`config.mk`:
```
export PLATFORM = sky130hd
export DESIGN_NAME = truth_table_reader
export DESIGN_NICKNAME = d
export VERILOG_FILES = /design/src/rtl/truth_table_reader.sv
export SDC_FILE = /design/constraint.sdc
export NUM_CORES = 1
export LEC_CHECK = 0
export CORE_MARGIN = 4
export CORE_UTILIZATION = 56
export CTS_CLUSTER_DIAMETER = 200
export CTS_CLUSTER_SIZE = 10
export DETAILED_ROUTE_END_ITERATION = 16
export HOLD_SLACK_MARGIN = 0.1
export PLACE_DENSITY = 0.84
export SETUP_SLACK_MARGIN = 0.15
export SLEW_MARGIN = 20
export SYNTH_ARGS = -nofsm -noshare
export SYNTH_HDL_FRONTEND = slang
export SYNTH_SLANG_ARGS = --single-unit
```
`constraint.sdc`:
```
create_clock -name clk -period 3.21 [get_ports clk]
set_input_delay 0.642 -clock clk [delete_from_list [all_inputs] [get_ports clk]]
set_output_delay 0.642 -clock clk [all_outputs]
set_load 0.005 [all_outputs]
```
`src/rtl/truth_table_reader.sv`:
```
// truth_table_reader
//   Reads back the truth table of a small combinational gate. It drives every
//   input vector in ascending order, holds each one for SETTLE cycles and then
//   samples the gate output into table_out. It compares the finished table with
//   EXP_TABLE and offers the result over a valid/ready handshake.
//
//   Ports:
//     clk          rising-edge clock
//     rst_n        synchronous active-low reset
//     start        one-cycle read request; honoured only in IDLE
//     busy         high from the cycle after an accepted start until the handshake
//     dut_in       vector driven onto the gate (bit k -> gate input k)
//     dut_out      gate output under characterisation
//     result_valid table_out/match are valid
//     result_ready consumer accepts the result
//     table_out    bit i = dut_out sampled while dut_in == i
//     match        table_out == EXP_TABLE
module truth_table_reader #(
  parameter int                 N_IN      = 4,
  parameter int                 SETTLE    = 2,
  parameter logic [2**N_IN-1:0] EXP_TABLE = 16'h409B
) (
  input  logic                 clk,
  input  logic                 rst_n,
  input  logic                 start,
  output logic                 busy,
  output logic [N_IN-1:0]      dut_in,
  input  logic                 dut_out,
  output logic                 result_valid,
  input  logic                 result_ready,
  output logic [2**N_IN-1:0]   table_out,
  output logic                 match
);

  localparam int        TW       = 2**N_IN;
  // The settle counter is 4 bits wide because SETTLE is limited to 1..15.
  localparam logic [3:0] CNT_LAST = 4'(SETTLE - 1);

  typedef enum logic [1:0] {IDLE, DRIVE, SAMPLE, RESULT} state_t;

  state_t          state, state_nx;
  logic [N_IN-1:0] idx;
  logic [3:0]      cnt;
  logic            last_vec;
  logic [TW-1:0]   table_nx;

  // The last vector is detected explicitly, so idx never wraps into a second pass.
  always_comb begin
    last_vec      = (idx == '1);
    table_nx      = table_out;
    table_nx[idx] = dut_out;
  end

  // State register
  always_ff @(posedge clk) begin
    if (!rst_n) state <= IDLE;
    else        state <= state_nx;
  end

  // Next-state logic
  always_comb begin
    state_nx = state;
    unique case (state)
      IDLE:    if (start)             state_nx = DRIVE;
      DRIVE:   if (cnt == CNT_LAST)   state_nx = SAMPLE;
      SAMPLE:  state_nx = last_vec ? RESULT : DRIVE;
      RESULT:  if (result_ready)      state_nx = IDLE;
      default: state_nx = IDLE;
    endcase
  end

  // Datapath: vector index, settle counter, captured table and compare result
  always_ff @(posedge clk) begin
    if (!rst_n) begin
      idx       <= '0;
      cnt       <= '0;
      table_out <= '0;
      match     <= 1'b0;
    end else begin
      unique case (state)
        IDLE: begin
          if (start) begin
            idx       <= '0;
            cnt       <= '0;
            table_out <= '0;
          end
        end
        DRIVE: cnt <= cnt + 4'd1;
        SAMPLE: begin
          table_out <= table_nx;
          if (last_vec) begin
            // Compare against the table including the bit sampled on this edge,
            // so match rises together with result_valid.
            match <= (table_nx == EXP_TABLE);
          end else begin
            idx <= idx + N_IN'(1);
            cnt <= '0;
          end
        end
        default: ;
      endcase
    end
  end

  // Output logic
  always_comb begin
    busy         = (state != IDLE);
    result_valid = (state == RESULT);
    dut_in       = ((state == DRIVE) || (state == SAMPLE)) ? idx : '0;
  end

endmodule

```
==> reports/qor.yml <==
ys_warn_count: 0
pwr-share-seq_pct: 46.1
synth_fp_nets: 215
n_fill_cell: 235
worst_pin_slew_ps: 704
critical_path_class: "flop to output pin"
core_mm2: 0.00276
arrival_ps: 1830
cts_max_path_buffers: 2
cap_violations: 0
grt_pass1_vias: 1354
internal_power_uw: 518
via_count: 1414
synth-edff-count: 0
antenna_left: 0
maxSlewViolCount: 0
die_x_um: 61.9
worstPathMaxFanout: 6
routedWlPerCell_um: 13.6
leakage_uw: 0.000783
dp_hpwl_um: 2500
maxSlewHeadroom_pct: 53.0
cts_tree: "yes"
track_usage_pct: 19.6
peakVddDrop_uv: 357
grt_max_degree: 23
outcome: "finished clean"
worstPathCellList: "inv_1, ha_1, and2_1, clkdlybuf4s50_1"
final.min_clock_period_ps: 2480
nets: 239
row_count: 19
io_buffer_count: 27
area_growth_syn_to_layout_pct: 18.1
viasPerCell: 5.68
start_util_pct: 59.1
synth.area.top_cells: "dfxtp_1 33%, ha_1 12%, mux2i_1 10%"
power_density_mw_per_mm2: 426
gp_congestion: 0.866
die_y_um: 61.9
ys_ff_latch: 27
synth_cell_types: 32
clock_sinks: 27
yosysTopAreaCell: "dfxtp_1"
yosysMostFrequentCell: "nor2_1"
drc: 0
fmaxAchievable_mhz: 404
drt_iter0_markers: 60
multi_input_area_mm2: 0.00100
synth-async-reset-ratio_pct: 0
drtPass1Iterations: 5
place_area_mm2: 0.00190
final_area_mm2: 0.00192
post_cts_buffers: 0
cts_root_buf: "clkbuf_4"
start_kind: "flop"
finalSetupViolations: 0
grt-ovfl-total: 0
synth_ff_type: "dfxtp_1"
layout-drive-gt1-share_pct: 4.13
diodes: 0
syn_inst: 195
h-tree-depth: 1
cpMaxStageDelayCell: "clkdlybuf4s50_1"
finalCritPeriodShare_pct: 77.1
rsz0062_at_grt: "no"
cp_top_family: "buffers and inverters"
holdBufCountCts: 0
postSynthAreaPerCell_um2: 8.35
crit_buf_inv: 2
antenna_found_initial: 0
dieArea_mm2: 0.00384
hp-class: "flop to flop"
grt_pass1_wl_um: 5770
combPwrFrac_pct: 36.1
pwr-share-clk_pct: 17.8
insertion_delay_ps: 320
crit_path_max_incr_delay_ps: 490
switching_share_pct: 36.9
required_ps: 2570
skew_ps: 9.03
seq_area_frac_synth_pct: 33.2
syn_area_mm2: 0.00163
totalWireLength_um: 3390
finalHoldViolations: 0
clk_pin_slew_ps: 150
tns_ps: 0
cts_resized: 0
numCtsBuffers: 3
hold_ws_ps: 538
io_pins: 28
yosysTopAreaCellShare_pct: 33.2
yosys-top-cells-count: "41 x nor2_1, 27 x dfxtp_1, 20 x a21oi_1"
switchingPower_uw: 303
end_kind: "output pin"
seq_area_um2: 541
cell families after synthesis:
logic type,synth area share (%)
AOI/OAI and AO/OA,11.4
xor gates and xnor gates,1.08
adders and majority gates,11.5
buffers and inverters,5.30
DFF,33.2
muxes,11.1
and+or+nand+nor,26.3
flip-flops by register name, indices dropped and copies added, names as in the netlist:
register and cells:
table_out 16, cnt 4, match 1, state 2, idx 4
worst paths after layout:
path | startpoint | endpoint | slack [ps] | cells after the start
setup / recovery | state[0] | dut_in[2] | 730 | 4
setup reg to reg | idx[0] | match | 870 | 7
hold / removal | table_out[0] | table_out[0] | 540 | 2
hold reg to reg | table_out[0] | table_out[0] | 540 | 2
power groups by stage:
stage          Sequential, µW  Clock (µW)  Combinational, µW
3_3_place_gp              383           0                281
3_5_place_dp              386           0                295
6_report                  378         146                296
5_1_grt                   383         167                336
4_1_cts                   378         151                298
2_1_floorplan             380           0                203
layout by cell type (no fill, tap or decap), drive strengths merged, types with 3 or more instances in the layout:
master         count
nand3b             9
clkbuf             3
dfxtp             27
ha                15
a21oi             20
nand3              7
and2               4
nor3b              5
mux2i             17
inv                8
o21a               3
nand2              5
clkdlybuf4s50     27
o21ai              5
nor2              41
through the flow:
stage               power (µW)  utilization, %  cells  setup slack (ps)
detailed placement         680            68.8    245               522
CTS                        828            69.8    249               708
floorplan                  584               -    195              1130
finish                     820            69.8    249               735
global route               885            69.8    249               580
global placement           663            68.8    245               542
cell type report:
| type | count | area share [%] |
|---|---|---|
| multi-input cells | 150 | 52.1 |
| flip-flops and latches | 27 | 28.1 |
| repair buffers | 29 | 14.8 |
| well taps | 31 | 2.02 |
| inverters | 8 | 1.56 |
| clock buffers | 3 | 1.17 |
| clock inverters | 1 | 0.260 |
metal layers:
| metal | global-route usage, % | wire length (µm) |
|---|---|---|
| met1 | 23.4 | 1540 |
| met2 | 34.8 | 1660 |
| met5 | 0 | 0 |
| met4 | 7.27 | 44 |
| met3 | 3.51 | 144 |
worst min-delay path: stages, from the launching register on:
cell     delay (ps)
dfxtp_1         380
a21oi_1          70
nor2_1           70
No activity file was read; power rests on OpenSTA's default activity.
